[config.mk]
export PLATFORM = sky130hd
export DESIGN_NAME = minn_frame_replay
export DESIGN_NICKNAME = d
export VERILOG_FILES = /design/src/rtl/minn_replay_pkg.sv /design/src/rtl/minn_replay_skid.sv /design/src/rtl/minn_frame_replay.sv
export SDC_FILE = /design/constraint.sdc
export NUM_CORES = 2
export LEC_CHECK = 0
export ABC_CLOCK_PERIOD_IN_PS = 6300
export CORE_MARGIN = 2
export CORE_UTILIZATION = 40
export CTS_CLUSTER_DIAMETER = 30
export DETAILED_ROUTE_END_ITERATION = 12
export PLACE_DENSITY = 0.59
export SYNTH_ARGS = -nofsm -noshare
export SYNTH_HDL_FRONTEND = slang
export SYNTH_HIERARCHICAL = 1
export SYNTH_SLANG_ARGS = --single-unit
[constraint.sdc]
create_clock -name clk -period 6.3 [get_ports clk]
set_clock_uncertainty 0.1 [all_clocks]
set_input_delay 1.26 -clock clk [delete_from_list [all_inputs] [get_ports clk]]
set_output_delay 1.26 -clock clk [all_outputs]
set_load 0.01 [all_outputs]
[src/rtl/minn_replay_pkg.sv]
// Shared types, width helpers and default parameters for the Minn frame replay reader.
package minn_replay_pkg;

  typedef enum logic [1:0] {IDLE, RUN, DRAIN} state_t;

  localparam int DEF_WIDTH   = 16;
  localparam int DEF_DEPTH   = 256;
  localparam int DEF_MAX_LEN = 128;

  function automatic int ptr_w(input int depth);
    return $clog2(depth);
  endfunction

  function automatic int cnt_w(input int depth);
    return $clog2(depth) + 1;
  endfunction

  function automatic int len_w(input int max_len);
    return $clog2(max_len) + 1;
  endfunction

endpackage

[src/rtl/minn_replay_skid.sv]
// Two-entry valid/ready output buffer for replayed samples; flush empties it in one cycle.
module minn_replay_skid
  import minn_replay_pkg::*;
#(
  parameter int WIDTH = DEF_WIDTH
) (
  input  logic                    clk,
  input  logic                    rst_n,
  input  logic                    flush,
  input  logic                    in_valid,
  input  logic signed [WIDTH-1:0] in_data,
  input  logic                    in_last,
  output logic                    out_valid,
  input  logic                    out_ready,
  output logic signed [WIDTH-1:0] out_data,
  output logic                    out_last,
  output logic [1:0]              count
);

  logic [1:0]              cnt_q, cnt_d;
  logic signed [WIDTH-1:0] dat0_q, dat0_d, dat1_q, dat1_d;
  logic                    lst0_q, lst0_d, lst1_q, lst1_d;
  logic                    pop;

  always_comb begin
    cnt_d  = cnt_q;
    dat0_d = dat0_q;
    dat1_d = dat1_q;
    lst0_d = lst0_q;
    lst1_d = lst1_q;
    pop    = (cnt_q != 2'd0) && out_ready;
    case ({in_valid, pop})
      2'b10: begin
        if (cnt_q == 2'd0) begin
          dat0_d = in_data;
          lst0_d = in_last;
        end else begin
          dat1_d = in_data;
          lst1_d = in_last;
        end
        cnt_d = cnt_q + 2'd1;
      end
      2'b01: begin
        dat0_d = dat1_q;
        lst0_d = lst1_q;
        cnt_d  = cnt_q - 2'd1;
      end
      2'b11: begin
        // Head leaves while a new entry arrives; occupancy is unchanged.
        if (cnt_q == 2'd1) begin
          dat0_d = in_data;
          lst0_d = in_last;
        end else begin
          dat0_d = dat1_q;
          lst0_d = lst1_q;
          dat1_d = in_data;
          lst1_d = in_last;
        end
      end
      default: ;
    endcase
    if (flush) cnt_d = 2'd0;
  end

  always_ff @(posedge clk or negedge rst_n) begin
    if (!rst_n) begin
      cnt_q  <= 2'd0;
      dat0_q <= '0;
      dat1_q <= '0;
      lst0_q <= 1'b0;
      lst1_q <= 1'b0;
    end else begin
      cnt_q  <= cnt_d;
      dat0_q <= dat0_d;
      dat1_q <= dat1_d;
      lst0_q <= lst0_d;
      lst1_q <= lst1_d;
    end
  end

  assign out_valid = (cnt_q != 2'd0);
  assign out_data  = dat0_q;
  assign out_last  = lst0_q;
  assign count     = cnt_q;

endmodule

[src/rtl/minn_frame_replay.sv]
// Minn sample history reader: replays len samples starting lag samples behind the write point.
// Define MINN_REPLAY_FRAME_COUNT_EN to enable the completed-frame counter on frame_count.
module minn_frame_replay
  import minn_replay_pkg::*;
#(
  parameter int WIDTH   = DEF_WIDTH,
  parameter int DEPTH   = DEF_DEPTH,
  parameter int MAX_LEN = DEF_MAX_LEN
) (
  input  logic                        clk,
  input  logic                        rst_n,
  input  logic                        in_valid,
  input  logic signed [WIDTH-1:0]     in_data,
  input  logic                        trig_valid,
  output logic                        trig_ready,
  input  logic [$clog2(DEPTH):0]      trig_lag,
  input  logic [$clog2(MAX_LEN):0]    trig_len,
  output logic                        trig_err,
  output logic                        out_valid,
  input  logic                        out_ready,
  output logic signed [WIDTH-1:0]     out_data,
  output logic                        out_last,
  output logic                        overrun,
  output logic                        busy,
  output logic [15:0]                 frame_count
);

  localparam int PTR_W = ptr_w(DEPTH);
  localparam int CNT_W = cnt_w(DEPTH);
  localparam int LEN_W = len_w(MAX_LEN);

  logic signed [WIDTH-1:0] mem [DEPTH];
  logic signed [WIDTH-1:0] rd_data_q;

  state_t           state_q, state_d;
  logic [PTR_W-1:0] wr_ptr_q, wr_ptr_d, rd_ptr_q, rd_ptr_d;
  logic [CNT_W-1:0] fill_q, fill_d, avail_q, avail_d;
  logic [LEN_W-1:0] remain_q, remain_d;
  logic             rd_vld_q, rd_vld_d, rd_last_q, rd_last_d;
  logic             trig_err_q, trig_err_d, overrun_q, overrun_d;
  logic             issue, flush, pop, trig_bad;
  logic [1:0]       skid_cnt;
  logic [2:0]       occ;
  logic [CNT_W:0]   avail_nx;

  assign pop      = out_valid && out_ready;
  assign trig_bad = (trig_lag == '0) || (trig_lag > fill_q) ||
                    (trig_len == '0) || (trig_len > LEN_W'(MAX_LEN));

  always_comb begin
    state_d    = state_q;
    wr_ptr_d   = wr_ptr_q;
    fill_d     = fill_q;
    rd_ptr_d   = rd_ptr_q;
    avail_d    = avail_q;
    remain_d   = remain_q;
    rd_vld_d   = 1'b0;
    rd_last_d  = rd_last_q;
    trig_err_d = 1'b0;
    overrun_d  = 1'b0;
    issue      = 1'b0;
    flush      = 1'b0;
    avail_nx   = '0;
    // Reads already in flight count against skid space so the buffer never overfills.
    occ        = 3'(skid_cnt) + 3'(rd_vld_q) - 3'(pop);

    if (in_valid) begin
      wr_ptr_d = wr_ptr_q + 1'b1;
      if (fill_q != CNT_W'(DEPTH)) fill_d = fill_q + 1'b1;
    end

    case (state_q)
      IDLE: begin
        if (trig_valid) begin
          avail_nx = {1'b0, trig_lag} + (CNT_W+1)'(in_valid);
          if (trig_bad) begin
            trig_err_d = 1'b1;
          end else if (avail_nx > (CNT_W+1)'(DEPTH)) begin
            // Oldest requested sample is overwritten on this very edge.
            overrun_d = 1'b1;
          end else begin
            state_d  = RUN;
            rd_ptr_d = wr_ptr_q - trig_lag[PTR_W-1:0];
            remain_d = trig_len;
            avail_d  = avail_nx[CNT_W-1:0];
          end
        end
      end
      RUN: begin
        issue    = (occ < 3'd2) && (avail_q != '0);
        avail_nx = {1'b0, avail_q} + (CNT_W+1)'(in_valid) - (CNT_W+1)'(issue);
        if (avail_nx > (CNT_W+1)'(DEPTH)) begin
          overrun_d = 1'b1;
          flush     = 1'b1;
          state_d   = IDLE;
        end else begin
          avail_d = avail_nx[CNT_W-1:0];
          if (issue) begin
            rd_vld_d  = 1'b1;
            rd_last_d = (remain_q == LEN_W'(1));
            rd_ptr_d  = rd_ptr_q + 1'b1;
            remain_d  = remain_q - 1'b1;
            if (remain_q == LEN_W'(1)) state_d = DRAIN;
          end
        end
      end
      DRAIN: begin
        if (pop && out_last) state_d = IDLE;
      end
      default: state_d = IDLE;
    endcase
  end

  always_ff @(posedge clk) begin
    if (in_valid) mem[wr_ptr_q] <= in_data;
    if (issue) rd_data_q <= mem[rd_ptr_q];
  end

  always_ff @(posedge clk or negedge rst_n) begin
    if (!rst_n) begin
      state_q    <= IDLE;
      wr_ptr_q   <= '0;
      fill_q     <= '0;
      rd_ptr_q   <= '0;
      avail_q    <= '0;
      remain_q   <= '0;
      rd_vld_q   <= 1'b0;
      rd_last_q  <= 1'b0;
      trig_err_q <= 1'b0;
      overrun_q  <= 1'b0;
    end else begin
      state_q    <= state_d;
      wr_ptr_q   <= wr_ptr_d;
      fill_q     <= fill_d;
      rd_ptr_q   <= rd_ptr_d;
      avail_q    <= avail_d;
      remain_q   <= remain_d;
      rd_vld_q   <= rd_vld_d;
      rd_last_q  <= rd_last_d;
      trig_err_q <= trig_err_d;
      overrun_q  <= overrun_d;
    end
  end

  minn_replay_skid #(.WIDTH(WIDTH)) u_skid (
    .clk       (clk),
    .rst_n     (rst_n),
    .flush     (flush),
    .in_valid  (rd_vld_q),
    .in_data   (rd_data_q),
    .in_last   (rd_last_q),
    .out_valid (out_valid),
    .out_ready (out_ready),
    .out_data  (out_data),
    .out_last  (out_last),
    .count     (skid_cnt)
  );

`ifdef MINN_REPLAY_FRAME_COUNT_EN
  logic [15:0] frame_count_q, frame_count_d;

  always_comb begin
    frame_count_d = frame_count_q;
    if (pop && out_last) frame_count_d = frame_count_q + 16'd1;
  end

  always_ff @(posedge clk or negedge rst_n) begin
    if (!rst_n) frame_count_q <= '0;
    else        frame_count_q <= frame_count_d;
  end

  assign frame_count = frame_count_q;
`else
  assign frame_count = '0;
`endif

  assign trig_ready = (state_q == IDLE);
  assign busy       = (state_q != IDLE);
  assign trig_err   = trig_err_q;
  assign overrun    = overrun_q;

endmodule

### Word-level counts from Yosys, hierarchy flattened

Memory sizes are Yosys's and may differ from the RTL's. A register that Yosys moved wholly into a read port is not among the register bits.
Cells that the tools add are included.

| cells by class | value |
|---|---|
| add/sub/neg operators | 12 |
| multipliers | 0 |
| divide/modulo/power cells | 0 |
| $lt $le $gt $ge | 5 |
| equality and inequality tests | 19 |
| shifts and indexed selects | 0 |
| multiplexer cells | 54 |
| bitwise operators | 1 |
| reductions and logical operators | 24 |

Operators with widths:

| operator | count |
|---|---|
| $mux 8 | 10 |
| $mux 16 | 4 |
| $pmux 16 s3 | 1 |
| $mux 9 | 4 |
| $pmux 16 s2 | 1 |
| $pmux 8 s2 | 2 |
| $add 9x1->10 | 2 |
| $gt 10x9->1 const B | 2 |
| $mux 1 | 18 |
| $pmux 9 s2 | 1 |
| $add 8x1->8 const B | 2 |
| $mux 2 | 8 |
| $ne 2x2->1 const B | 8 |
| $reduce_and 6->1 | 2 |
| $sub 10x1->10 | 1 |
| $add 9x1->9 const B | 1 |
| $gt 9x9->1 | 1 |
| $logic_not 9->1 | 1 |
| $ne 9x9->1 const B | 1 |
| $reduce_bool 9->1 | 1 |
| $eq 8x1->1 const B | 1 |
| $gt 8x8->1 const B | 1 |
| $logic_not 8->1 | 1 |
| $reduce_bool 2->1 | 4 |
| 23 further kinds | 37 |

| word-level totals | value |
|---|---|
| register bits after elaboration | 84 |
| bits in latches | 0 |
| RAM bits | 4096 |
| bits in read-only memories | 0 |
| input bits | 38 |
| output and inout bits | 38 |
| memories | 1 |

Memory list:

| memory | words | width | read ports | clocked after memory_dff | write ports | line | source |
|---|---|---|---|---|---|---|---|
| mem | 256 | 16 | 1 | 1 | 1 | minn_frame_replay.sv:32 | `logic signed [WIDTH-1:0] mem [DEPTH];` |

### Depth between registers and ports, before layout

| logic depth | value |
|---|---|
| depth in word-level cells | 10 |
| mapped depth | 25 |

### By module

Netlist, hierarchy kept.

By module, submodules not included:

| module | times used | cells each | area each (um2) | seq. area each (um2) |
|---|---|---|---|---|
| minn_frame_replay | 1 | 6905 | 161397.3 | 124679.6 |
| minn_replay_skid | 1 | 117 | 1630.3 | 900.9 |

### Least setup slack after synthesis

No wires, ideal clock.

| timing | value |
|---|---|
| kind | input -> register |
| from | input port out_ready |
| to | register rd_ptr_q[1] |
| library setup time | 0.125 ns |
| arrival | 5.213 ns |
| data required time | 6.075 ns |
| slack | 0.862 ns |
| stages on the path | 21 |
| buffers on the path | 0 |
| path through | and2_1 ha_1 nand2b_1 fa_1 xnor2_1 nand2_1 a31o_2 nor2_1 inv_1 nand2_1 ha_1 inv_1 fa_1 nor2b_1 o2111a_1 o21ai_0 a2111oi_2 a41o_1 nand2_1 nand2_1 mux2_2 |

| between the ends | value |
|---|---|
| cells in the longest elaborated chain, start to end | 8 |
| elaborated cells on any way between the ends | 9 |
| those cells by class | add/sub: 2; order compare: 2; eq/ne: 2; reduce/logical: 3 |

Ends and longest elaborated chain:

| what | line | source |
|---|---|---|
| from (decl) | minn_frame_replay.sv:20 | `input logic out_ready,` |
| $logic_and 1x1->1 * | minn_frame_replay.sv:46 | `assign pop = out_valid && out_ready;` |
| $sub 3x1->3 * | minn_frame_replay.sv:65 | `occ = 3'(skid_cnt) + 3'(rd_vld_q) - 3'(pop);` |
| $lt 3x2->1 * | minn_frame_replay.sv:90 | `issue = (occ < 3'd2) && (avail_q != '0);` |
| $logic_and 1x1->1 * | minn_frame_replay.sv:90 |  |
| $sub 10x1->10 | minn_frame_replay.sv:91 | `avail_nx = {1'b0, avail_q} + (CNT_W+1)'(in_valid) - (CNT_W+1)'(issue);` |
| $gt 10x9->1 | minn_frame_replay.sv:92 | `if (avail_nx > (CNT_W+1)'(DEPTH)) begin` |
| $ne 2x2->1 (no line) | n/a |  |
| $reduce_and 6->1 (no line) * | n/a |  |
| to (signal assigned) | minn_frame_replay.sv:135 | `rd_ptr_q <= rd_ptr_d;` |
| to (decl) | minn_frame_replay.sv:36 | `logic [PTR_W-1:0] wr_ptr_q, wr_ptr_d, rd_ptr_q, rd_ptr_d;` |

Every way passes the cells marked *; elsewhere a longest branch is shown, timed or not.
A chain may end at the register's enable or synchronous reset.

### Final worst setup path

| timing | value |
|---|---|
| from | register u_skid.cnt_q[1] (netlist: u_skid/count[1]) |
| to | register avail_q[6] |

| between the ends | value |
|---|---|
| cells in the longest elaborated chain, start to end | 9 |
| elaborated cells on any way between the ends | 12 |
| those cells by class | add/sub: 3; order compare: 2; eq/ne: 1; mux: 2; reduce/logical: 4 |

Ends and longest elaborated chain:

| what | line | source |
|---|---|---|
| from (decl) | minn_replay_skid.sv:20 | `logic [1:0] cnt_q, cnt_d;` |
| from (signal assigned) | minn_replay_skid.sv:73 | `cnt_q <= cnt_d;` |
| parallel branches: the longest is 2 deep, another holds $add 2x1->3 | n/a |  |
| $sub 3x1->3 * | minn_frame_replay.sv:65 |  |
| $lt 3x2->1 * | minn_frame_replay.sv:90 |  |
| $logic_and 1x1->1 * | minn_frame_replay.sv:90 |  |
| $sub 10x1->10 * | minn_frame_replay.sv:91 |  |
| $gt 10x9->1 | minn_frame_replay.sv:92 |  |
| $ne 2x2->1 (no line) | n/a |  |
| $reduce_and 5->1 (no line) | n/a |  |
| to (signal assigned) | minn_frame_replay.sv:136 | `avail_q <= avail_d;` |
| to (decl) | minn_frame_replay.sv:37 | `logic [CNT_W-1:0] fill_q, fill_d, avail_q, avail_d;` |

Mark *: on every way between the ends. The select of a mux whose other input is x is not followed.

==> impl_metrics.json <==
{
  "run_status": "complete, but fails checks",
  "violations": "DRC",
  "die_x_um": 642,
  "drive_above_1_share": 0.366,
  "setup_viol": 0,
  "grt_max_degree": 197,
  "cp_common_cell": "inv_1",
  "syn_area_per_cell_um2": 23.2,
  "rsz0062_at_grt": "no",
  "post-place-ws_ns": -0.0350,
  "cts_hold_buf": 0,
  "tightest_slew_ns": 1.37,
  "drtIter0Drc": 9334,
  "die_height_um": 642,
  "slowest_stage": "dfrtp_1",
  "min_period_over_period": 0.893,
  "path_class": "flop to flop",
  "startpoint": "u_skid/count[1]$_DFFE_PN0P_",
  "wl_per_cell_um": 31.1,
  "fillers": 32400,
  "clkSinkCount": 4196,
  "ios": 76,
  "cts_setup_buffers": 0,
  "hpwl_um": 243000,
  "worstSetupStartpointType": "flop",
  "routed_wl_um": 429000,
  "endpoint": "avail_q[6]$_DFFE_PN0P_",
  "p_per_area_nw_per_um2": 473,
  "cts_resized": 0,
  "min_period_ns": 5.63,
  "ys_seq_area_frac": 0.770,
  "place_congestion": 0.836,
  "synth_edf_count": 4112,
  "grtUsageTotal": 0.205,
  "area_growth_pct": 20.3,
  "reg2reg_to": "avail_q[6]$_DFFE_PN0P_",
  "max_stage_delay_ns": 0.44,
  "overflow": 0,
  "clkTransAtPathRegs_ns": 0.05,
  "yosys.area.top_type": "edfxtp_1",
  "cts_root_buf": "clkbuf_16",
  "ys_ff_latch": 4196,
  "clockBufferDepth": 4,
  "ff2ff_setup_slack_ns": 0.67,
  "yosysMostFrequentCell": "edfxtp_1",
  "finalHoldViolCount": 0,
  "grt_pass1_wl_um": 609000,
  "dieArea_um2": 413000,
  "ys_warn_count": 6,
  "power.leakage_nw": 62.7,
  "first_global_vias": 80600,
  "avgViaCountPerCell": 5.75,
  "path_max_fanout": 17,
  "synth_cell_types": 77,
  "fin_area_um2": 196000,
  "synth_common_cells": "edfxtp_1, mux4_2, nor2_1",
  "cts_tree": "yes",
  "regToRegStartpoint": "u_skid/count[1]$_DFFE_PN0P_",
  "arrival_ns": 6.43,
  "synthFlopType": "edfxtp_1",
  "antenna_found_initial": 18,
  "port_buffers": 59,
  "netlist.area_leader.share": 0.757,
  "syn_inst": 7022,
  "h-tree-depth": 6,
  "clk_latency_ns": 1.05,
  "endpoint_kind": "flop",
  "drc": 2,
  "async_flop_share": 0.0200,
  "initial_utilization": 0.401,
  "final_antenna_net_count": 0,
  "fmax_ghz": 0.178,
  "holdCritPathClass": "flop to flop",
  "vdd_drop_max_v": 0.000346,
  "cts-buffers-inserted": 669,
  "drv_cap": 0,
  "reg2regPathDepth": 25,
  "nets": 7872,
  "maxSlewHeadroom": 0.0846,
  "syn-cell-area_um2": 163000,
  "slew_violations": 0,
  "dp.cells": 12500,
  "final_cell_count_no_fill": 13800,
  "num_rows": 234,
  "detailed_place.area_um2": 173000,
  "synth_area_leaders": "edfxtp_1, mux4_2, dfrtp_1",
  "dr.pass1.iters": 10,
  "setup_ws_ns": 0.675,
  "coreArea_um2": 406000,
  "crit_required_ns": 7.11,
  "vias": 79300
}
## worst min path at each step
stage | depth (start not counted) | slack (ns) | from | endpoint
floorplan | 1 | 0.35 | rd_data_q[1]$_DFFE_PP_ | u_skid/out_data[1]$_DFFE_PN0P_
global placement | 2 | 0.37 | u_skid/out_data[8]$_DFFE_PN0P_ | u_skid/out_data[8]$_DFFE_PN0P_
detailed placement | 2 | 0.38 | u_skid/out_data[8]$_DFFE_PN0P_ | u_skid/out_data[8]$_DFFE_PN0P_
CTS | 1 | 0.36 | rst_n | u_skid/dat1_q[13]$_DFFE_PN0P_
global route | 2 | 0.42 | u_skid/dat1_q[3]$_DFFE_PN0P_ | u_skid/out_data[3]$_DFFE_PN0P_
finish | 2 | 0.38 | u_skid/out_data[8]$_DFFE_PN0P_ | u_skid/out_data[8]$_DFFE_PN0P_
## layout make-up
type | count | area (um2) | share of cell area
tap | 5428 | 6790 | 0.0346
multi-input combinational | 2389 | 35800 | 0.182
clock buffer | 727 | 17000 | 0.0869
clock inverter | 519 | 6330 | 0.0323
sequential | 4196 | 126000 | 0.640
inverter | 46 | 173 | 0.000880
antenna | 6 | 15.0 | 0.0000765
timing repair buffer | 487 | 4440 | 0.0227
## sequential cells by signal (all words and copies together), names as in the netlist, 9 cells and up
name / cells
u_skid/out_data: 16
fill_q: 9
u_skid/dat1_q: 16
mem: 4096
rd_data_q: 16
avail_q: 9
## critical path, delay by kind of cell, from the launching register on
kind                       cells  cell delay (ns)
muxes                          1             0.33
buffers and inverters          6             0.66
AOI/OAI and AO/OA              5             1.31
and+or+nand+nor                7             0.92
xor gates and xnor gates       1             0.17
adders and majority gates      5             1.56
DFF                            1             0.44
## placed cells by master, fill, tap and decap left out, types with 15 or more instances in the layout
master           Yosys  layout
a211oi_1            22      22
a21o_1              19      19
a21oi_1             62      62
a22o_1              28      28
a22oi_1             35      35
buf_12               0      46
buf_4               70     383
bufinv_16            0      87
clkbuf_1           175      54
clkbuf_16            0     673
clkdlybuf4s50_1      0      42
clkinv_1             0      68
clkinv_16            0      18
clkinv_2             0      70
clkinv_4             0      63
clkinvlp_4           0      95
conb_1               1      16
dfrtp_1             84      77
edfxtp_1          4112    4112
ha_1                42      42
inv_1               46      45
inv_6                0      78
inv_8                0      15
mux2_2              17      17
mux2i_1             80      80
mux4_2            1245    1245
nand2_1            106     105
nand2b_1            19      19
nand3_1             50      36
nor2_1             297     128
nor2_2               1     168
nor2b_1             26      23
nor3_1              35      28
o21ai_0             57      57
o22ai_1             16      16
xnor2_1             28      28
## per-layer routing
layer,routed length (um),global-route usage,vias to the layer above
met5,7,0,-
met4,13100,0.0630,2
met3,37500,0.0420,667
met2,204000,0.323,3624
met1,175000,0.290,43200
li1,-,-,31800
## where the power goes
part / switching, mW / internal [mW] / leakage, nW / total, mW
Sequential: 0.762 / 31.2 / 38.0 / 32.0
Combinational: 13.1 / 10.3 / 13.6 / 23.4
Clock: 13.8 / 23.6 / 11.1 / 37.4
Total: 27.7 / 65.1 / 62.7 / 92.8
## metrics by stage
step                       util  hold slack (ns)  power, mW  setup TNS (ns)
after global placement    0.425            0.373       56.0          -0.783
final                     0.483            0.381       92.8               0
after detailed placement  0.425            0.378       56.1          -0.152
after floorplan               -            0.347       47.0               0
after CTS                 0.483            0.355       93.5               0
after global routing      0.483            0.423       95.6               0
## cells by family (layout without fill, tap and decap cells)
kind of cell	count (synthesis)	count (layout)	synth area share
AND/OR/NAND/NOR	604	604	0.0166
flip-flops	4196	4196	0.770
AO/OA/AOI/OAI	338	338	0.0146
XOR/XNOR	34	34	0.00183
adder cells (fa/ha/maj)	45	45	0.00359
other	1	22	0.0000230
buffers and inverters	452	1779	0.0141
multiplexers	1352	1352	0.179
Note: power is estimated with default switching activity, not from simulation.
